<file path="config.mk">
export PLATFORM = sky130hd
export DESIGN_NAME = full_subtractor_serial_flat
export DESIGN_NICKNAME = d
export VERILOG_FILES = /design/src/rtl/full_subtractor_serial_pkg.sv /design/src/rtl/full_subtractor_serial_if.sv /design/src/rtl/full_subtractor_serial_full_subtractor.sv /design/src/rtl/full_subtractor_serial.sv /design/src/flat_wrapper.sv
export SDC_FILE = /design/constraint.sdc
export NUM_CORES = 1
export LEC_CHECK = 0
export CORE_ASPECT_RATIO = 0.5
export CORE_MARGIN = 8
export CORE_UTILIZATION = 61
export DETAILED_ROUTE_END_ITERATION = 10
export DONT_BUFFER_PORTS = 1
export GPL_ROUTABILITY_DRIVEN = 0
export GPL_TIMING_DRIVEN = 0
export PLACE_DENSITY_LB_ADDON = 0.3
export SETUP_SLACK_MARGIN = 0.4
export SYNTH_ARGS = -nofsm -noshare
export SYNTH_HDL_FRONTEND = slang
export SYNTH_SLANG_ARGS = --single-unit
export TNS_END_PERCENT = 1
</file>
<file path="constraint.sdc">
create_clock -name clk -period 2.1 [get_ports clk]
set_clock_uncertainty 0.15 [all_clocks]
set_input_delay 0.42 -clock clk [delete_from_list [all_inputs] [get_ports clk]]
set_output_delay 0.42 -clock clk [all_outputs]
set_load 0.1 [all_outputs]
</file>
<file path="src/rtl/full_subtractor_serial_pkg.sv">
// rtl/full_subtractor_serial_pkg.sv - shared constants and FSM encoding for the serial subtractor
//
// Purpose : default operand width and the three-state controller encoding,
//           imported by the interface, the top and the bench.
// Ports   : none (package).

package full_subtractor_serial_pkg;

  localparam int DEFAULT_WIDTH = 8;

  typedef enum logic [1:0] {
    ST_IDLE = 2'b00,
    ST_RUN  = 2'b01,
    ST_DONE = 2'b10
  } state_t;

endpackage

</file>
<file path="src/rtl/full_subtractor_serial_if.sv">
// rtl/full_subtractor_serial_if.sv - request/result bundle between requester and serial subtractor
//
// Purpose : groups the operation request (start, a, b, bin) and the result
//           side (diff, bout, busy, done) into one port.
// Ports   : master - drives start/a/b/bin, observes diff/bout/busy/done
//           slave  - the subtractor; observes the request, drives the result

interface full_subtractor_serial_if
  import full_subtractor_serial_pkg::*;
#(
  parameter int WIDTH = DEFAULT_WIDTH
);

  logic             start;
  logic [WIDTH-1:0] a;
  logic [WIDTH-1:0] b;
  logic             bin;
  logic [WIDTH-1:0] diff;
  logic             bout;
  logic             busy;
  logic             done;

  modport master (
    output start, a, b, bin,
    input  diff, bout, busy, done
  );

  modport slave (
    input  start, a, b, bin,
    output diff, bout, busy, done
  );

endinterface

</file>
<file path="src/rtl/full_subtractor_serial_full_subtractor.sv">
// rtl/full_subtractor_serial_full_subtractor.sv - one-bit full subtractor cell
//
// Purpose : combinational x - y - bi for a single bit.
// Ports   : x  - minuend bit       y  - subtrahend bit     bi - borrow in
//           d  - difference bit    bo - borrow out

module full_subtractor (
  input  logic x,
  input  logic y,
  input  logic bi,
  output logic d,
  output logic bo
);

  assign d  = x ^ y ^ bi;
  assign bo = (~x & y) | (~(x ^ y) & bi);

endmodule

</file>
<file path="src/rtl/full_subtractor_serial.sv">
// rtl/full_subtractor_serial.sv - bit-serial a - b - bin, one bit per clock, LSB first
//
// Purpose : latches operands on an accepted start, walks them through a single
//           full-subtractor cell, then publishes diff/bout with a one-cycle done.
// Ports   : clk - rising-edge clock
//           rst - asynchronous active-high reset
//           bus - slave side of full_subtractor_serial_if (start/a/b/bin in,
//                 diff/bout/busy/done out)

module full_subtractor_serial
  import full_subtractor_serial_pkg::*;
#(
  parameter int WIDTH = DEFAULT_WIDTH
) (
  input logic                      clk,
  input logic                      rst,
  full_subtractor_serial_if.slave  bus
);

  localparam int CNT_W = $clog2(WIDTH + 1);

  state_t           state_q;
  state_t           state_d;
  logic [WIDTH-1:0] x_q;
  logic [WIDTH-1:0] y_q;
  logic [WIDTH-1:0] res_q;
  logic             br_q;
  logic [CNT_W-1:0] cnt_q;
  logic [WIDTH-1:0] diff_q;
  logic             bout_q;
  logic             bit_d;
  logic             bit_bo;
  logic             last_bit_done;

  // The counter reaches WIDTH once every bit has been folded into res_q;
  // that RUN cycle only hands the result over and moves to DONE.
  assign last_bit_done = (cnt_q == CNT_W'(WIDTH));

  full_subtractor u_cell (
    .x  (x_q[0]),
    .y  (y_q[0]),
    .bi (br_q),
    .d  (bit_d),
    .bo (bit_bo)
  );

  always_ff @(posedge clk or posedge rst) begin
    if (rst) begin
      state_q <= ST_IDLE;
    end else begin
      state_q <= state_d;
    end
  end

  always_comb begin
    state_d = state_q;
    case (state_q)
      ST_IDLE: if (bus.start) state_d = ST_RUN;
      ST_RUN:  if (last_bit_done) state_d = ST_DONE;
      ST_DONE: state_d = ST_IDLE;
      default: state_d = ST_IDLE;
    endcase
  end

  always_ff @(posedge clk or posedge rst) begin
    if (rst) begin
      x_q    <= '0;
      y_q    <= '0;
      res_q  <= '0;
      br_q   <= 1'b0;
      cnt_q  <= '0;
      diff_q <= '0;
      bout_q <= 1'b0;
    end else begin
      case (state_q)
        ST_IDLE: begin
          if (bus.start) begin
            x_q   <= bus.a;
            y_q   <= bus.b;
            br_q  <= bus.bin;
            res_q <= '0;
            cnt_q <= '0;
          end
        end
        ST_RUN: begin
          if (last_bit_done) begin
            diff_q <= res_q;
            bout_q <= br_q;
          end else begin
            // Result bits enter at the MSB so bit 0 ends up at res_q[0].
            x_q   <= x_q >> 1;
            y_q   <= y_q >> 1;
            res_q <= {bit_d, res_q[WIDTH-1:1]};
            br_q  <= bit_bo;
            cnt_q <= cnt_q + CNT_W'(1);
          end
        end
        default: ;
      endcase
    end
  end

  assign bus.diff = diff_q;
  assign bus.bout = bout_q;
  assign bus.busy = (state_q != ST_IDLE);
  assign bus.done = (state_q == ST_DONE);

endmodule

</file>
<file path="src/flat_wrapper.sv">
// flat-port wrapper written by rule: the top's interface ports become plain ports
module full_subtractor_serial_flat import full_subtractor_serial_pkg::*;
#(
  parameter int WIDTH = DEFAULT_WIDTH
)
  (clk, rst, bus_start, bus_a, bus_b, bus_bin, bus_diff, bus_bout, bus_busy, bus_done);
  full_subtractor_serial_if #(.WIDTH(WIDTH)) bus_i ();
  input logic clk;
  input logic rst;
  input wire logic [$bits(bus_i.start)-1:0] bus_start;
  input wire logic [$bits(bus_i.a)-1:0] bus_a;
  input wire logic [$bits(bus_i.b)-1:0] bus_b;
  input wire logic [$bits(bus_i.bin)-1:0] bus_bin;
  output wire logic [$bits(bus_i.diff)-1:0] bus_diff;
  output wire logic [$bits(bus_i.bout)-1:0] bus_bout;
  output wire logic [$bits(bus_i.busy)-1:0] bus_busy;
  output wire logic [$bits(bus_i.done)-1:0] bus_done;
  assign bus_i.start = bus_start;
  assign bus_i.a = bus_a;
  assign bus_i.b = bus_b;
  assign bus_i.bin = bus_bin;
  assign bus_diff = bus_i.diff;
  assign bus_bout = bus_i.bout;
  assign bus_busy = bus_i.busy;
  assign bus_done = bus_i.done;
  full_subtractor_serial #(.WIDTH(WIDTH)) u_core (.clk(clk), .rst(rst), .bus(bus_i));
endmodule
</file>
==> results of run 1 <==
## critical path: cells and delay by family (launching register included)
kind	cells	cell delay [ps]
buffers and inverters	1	430
and+or+nand+nor	1	150
DFF	1	440
## layer usage
metal | track usage, % | up-vias | part of all wire [%]
met1 | 16.4 | 499 | 44
met4 | 7.12 | 0 | 1.8
met5 | 0 | - | 0
met3 | 5.88 | 5 | 7.1
li1 | - | 455 | -
met2 | 22.2 | 20 | 47
## state kept, by name, summed over array words and instances (netlist names)
register	cells
u_core.bus.diff	8
u_core.res_q	8
u_core.x_q	8
u_core.y_q	8
u_core.cnt_q	4
u_core.state_q	2
u_core.br_q	1
u_core.bus.bout	1
## repair_timing
item                       in CTS  in global routing
gates resized for setup         7                  1
setup buffers                   4                  0
pin swaps                       1                  0
setup endpoints to repair      44                 47
hold endpoints to repair        0                  0
## metrics by stage
step	util (%)	setup slack, ps	hold WS [ps]	area [um2]
CTS	69.8	215	48.4	2040
detailed placement	64.5	189	330	1890
global placement	64.5	191	323	1890
floorplan	-	317	312	1840
finish	70.0	222	14.7	2050
global route	70.0	169	73.9	2050
## cells in the final DEF, fill, tap and decap left out, types with 2 or more instances in the layout
cell,n
a32o_1,2
buf_4,5
a22o_1,9
mux2_2,24
buf_12,2
inv_1,4
dfrtp_2,2
clkbuf_8,5
mux2i_1,3
dfrtp_1,38
mux2_4,12
inv_2,2
nor2b_1,2
## path summary, 6_finish.rpt
kind / endpoint / slack (ps) / depth (start not counted) / start
min: u_core.bus.diff[3] / 10 / 1 / rst
max reg2reg: u_core.x_q[2] / 250 / 7 / u_core.cnt_q[0]
min in group clk: u_core.x_q[7] / 150 / 1 / bus_start
max in group asynchronous: u_core.state_q[0] / 1220 / 1 / rst
min reg2reg: u_core.cnt_q[2] / 350 / 1 / u_core.cnt_q[2]
max: bus_busy / 220 / 2 / u_core.state_q[0]
## final cells by class
type,count,share of cell area (%)
Timing Repair Buffer,4,1.47
Tap cell,40,2.44
Clock buffer,6,3.55
Multi-Input combinational cell,69,36.8
Buffer,5,3.12
Sequential cell,40,49.0
Inverter,8,1.89
Clock inverter,2,1.71
## logic make-up after synthesis
logic type	count (synthesis)	share of synthesized area, %
AO/OA/AOI/OAI	17	8.18
XOR/XNOR	1	0.482
adder cells (fa/ha/maj)	3	2.48
buffers and inverters	13	4.68
flip-flops	40	55.0
multiplexers	39	26.0
AND/OR/NAND/NOR	9	3.16
## synthesized netlist by cell type
cell and n:
dfrtp_1 40, mux2_2 25, mux2_4 10, a22o_1 9
inv_1 7, mux2i_1 3, a32o_1 2, buf_2 2
buf_6 2, ha_1 2, nor2b_1 2, a21o_4 1
a21oi_1 1, and2b_1 1, and3b_1 1, buf_12 1
fa_1 1, inv_4 1, mux2_1 1, nand2b_1 1
nand3_1 1, nor2_1 1, nor2_2 1, nor3b_1 1
o21ai_0 1, o21bai_1 1, o2bb2ai_1 1, o41ai_1 1
xor2_1 1
==> metrics, run 1 <==
Critical Path AT=1310 ps; Max Freq=532 MHz; synth-to-layout area growth=12.5%; hold-fix buffers at CTS=0; CP peak stage delay=440 ps; multi-input logic area=753 um2; Period minus WS final=1880 ps; Die H=54.6 um; CP endpoint kind=output pin; RSZ-0062 raised after global routing=yes; total track usage=13.9%; TritonCTS clock tree=yes; Critical Setup Path Class=reg2out; outcome=complete, no violations; I/O pins=31; final-layout fill cell count=210; share of the synthesized area in the top cell type=55.0%; share of cells above drive strength 1=47.8%; non-filler cells in the finished layout=174; H-tree depth=2; die footprint=5090 um2; Diodes inserted=0; Final HPWL DP=2.06 mm; Post-Syn Area per Cell=14.9 um2; clk root buf=clkbuf_8; Worst-Skew Late Latency=290 ps; Netlist Area Pre-Place=1820 um2; clock sinks=40; global-route wire length before repair=5.27 mm; # DRC=0; WP data required=1530 ps; GRT Residual Overflow=0; Worst Hold Class=in2async; post-route ant nets=0; synth top area cells=dfrtp_1 (55%), mux2_2 (15%), mux2_4 (8.3%); Worst-Margin Slew=911 ps; initial antenna violation count=0; setup TNS=0 ps; max-capacitance violation count=0; Final Max Slew Viols=0; Yosys top cell by area=dfrtp_1; Initial Util=62.2%; Mapped Nets=145; Max FO, Critical Path=4; Num CTS Buffers=5; Final Hold Viols=0; clk slew on worst S/H paths=80 ps; crit-path cells=nor2_4 -> clkinvlp_4; DR pass1 iterations=4; row cnt=14; pin count of the biggest net entering global routing=41; Net count, final=156; fin crit share=89.4%; Storage cell area=1000 um2; Slew headroom=39.3%; synth warn=0; setup violators final=0; Post-Syn Instances=122; routed len/inst=17.9 um; Vias=979; slowest CP cell=dfrtp_2; number of synthesized register bits=40; crit start category=flop; drt initial violations=30; # placed instances=162; core footprint=2930 um2; vias in the first global route=1061; vias per cell=5.63; I/O Buffers=0; routed wire length=3.12 mm; clock buffer depth=2; sequential fraction of the synthesis area=55.0%; Die Wd=93.2 um; synth unique cells=29
Power of run 1 is left out: the tool's default activity adds up to more than one toggle a clock period on the data nets, which glitch-free logic cannot reach.
==> run 2: changes to the inputs <==
--- a/config.mk
+++ b/config.mk
@@ -12,7 +12,7 @@
 export DONT_BUFFER_PORTS = 1
 export GPL_ROUTABILITY_DRIVEN = 0
 export GPL_TIMING_DRIVEN = 0
-export PLACE_DENSITY_LB_ADDON = 0.3
+export PLACE_DENSITY = 0.74
 export SETUP_SLACK_MARGIN = 0.4
 export SYNTH_ARGS = -nofsm -noshare
 export SYNTH_HDL_FRONTEND = slang
==> run 2 against run 1 <==
  * Wire length increased by 1.3%
  * Final cell count increased by 1.7%
  * Non-clock buffer count increased by 3
  * Worst setup slack got worse by 15 ps
  * Utilization increased by 1.2 points
  * Via count decreased by 0.10%
  * Hold slack about the same
  * Design area increased by 1.8%
  * Critical endpoint unchanged
  * Highest routed layer unchanged
==> metrics, run 2 (synthesis results as in run 1) <==
reg2reg end=u_core.x_q[6]; Worst-Margin Slew=905 ps; total track usage=14.2%; pin count of the biggest net entering global routing=41; Slew headroom=39.7%; # DRC=0; I/O Buffers=0; GRT Residual Overflow=0; routed len/inst=17.8 um; post-route ant nets=0; global-route wire length before repair=5.42 mm; Max Freq=528 MHz; CP peak stage delay=440 ps; GRT Max-Usage Layer=met2; synth-to-layout area growth=14.5%; Worst-Skew Late Latency=290 ps; Critical Path AT=1320 ps; slowest CP cell=dfrtp_2; commonest non-fill, non-tap cells in the layout=dfrtp_1 (38), mux2_2 (24), mux2_4 (12); Final HPWL DP=2.09 mm; RSZ-0062 raised after global routing=yes; Initial Util=62.2%; fin crit share=90.2%; outcome=complete, no violations; TritonCTS clock tree=yes; H-tree depth=2; setup violators final=0; Period minus WS final=1890 ps; die footprint=5090 um2; Net count, final=159; r2r worst-path depth=7; Die H=54.6 um; crit-path cells=nor2_4 -> clkinvlp_4; CP endpoint kind=output pin; clk root buf=clkbuf_8; vias in the first global route=1084; initial antenna violation count=0; hold-fix buffers at CTS=0; Die Wd=93.2 um; Worst Hold Class=in2async; max-capacitance violation count=0; DR pass1 iterations=4; setup TNS=0 ps; share of cells above drive strength 1=49.6%; clock sinks=40; core footprint=2930 um2; Vias=978; Final Max Slew Viols=0; vias per cell=5.53; I/O pins=31; WP data required=1530 ps; routed wire length=3.16 mm; row cnt=14; crit start category=flop; Final Hold Viols=0; Critical Setup Path Class=reg2out; Num CTS Buffers=5; met3 usage=7.11%; clk slew on worst S/H paths=70 ps; reg-to-reg slack, setup=240 ps; met2 GRT Util=23.1%; Max FO, Critical Path=4; commonest non-fill, non-tap cell in the layout=dfrtp_1; drt initial violations=31; Diodes inserted=0; worst hold slack=15.0 ps; clock buffer depth=2; met1 GRT Util=16.5%; Worst R2R Start=u_core.cnt_q[0]
## run 2: cell types whose count changed in the layout (fill, tap and decap cells not counted), sizes merged
| cell | change |
|---|---|
| clkbuf | +2 |
| buf | +2 |
| clkinv | -1 |
## run 2: timing repair
item | CTS | global route
pin swaps | 1 | 1
resized for setup | 6 | 1
buffers inserted | 6 | 1
endpoints found under the setup margin | 44 | 48
## run 2: per-layer routing
layer | wire length, um | vias up
li1 | - | 465
met1 | 1460 | 491
met2 | 1460 | 20
met3 | 216 | 2
met4 | 14 | 0
met5 | 0 | -
## run 2: final cells by class
class	instances	area, um2
flip-flops and latches	40	1000
fillers	191	842
multi-input cells	69	753
clock buffers	7	96.3
plain buffers	5	58.8
repair buffers	7	52.6
well taps	40	50.0
inverters	8	38.8
clock inverters	1	30.0
## run 2: per-stage QoR
step	setup slack, ps	cells	cell area, um2	util, %
2_1_floorplan	317	122	1840	-
3_3_place_gp	184	162	1890	64.5
3_5_place_dp	207	162	1890	64.5
4_1_cts	212	176	2070	70.9
5_1_grt	155	177	2080	71.2
6_report	207	177	2080	71.2
## run 2: worst max-delay path by stage
stage                 startpoint             to  slack, ps
6_report       u_core.state_q[1]       bus_busy        210
5_1_grt        u_core.state_q[1]       bus_busy        150
4_1_cts        u_core.state_q[0]       bus_busy        210
3_5_place_dp     u_core.cnt_q[0]  u_core.x_q[6]        210
3_3_place_gp                 rst  u_core.y_q[3]        180
2_1_floorplan    u_core.cnt_q[0]  u_core.x_q[0]        320
## run 2: worst max-delay path, delay by kind of cell (launching register included)
kind	cells	cell delay [ps]
DFF	1	440
buffers and inverters	1	430
and+or+nand+nor	1	150
Power of run 2 is left out for the same reason.
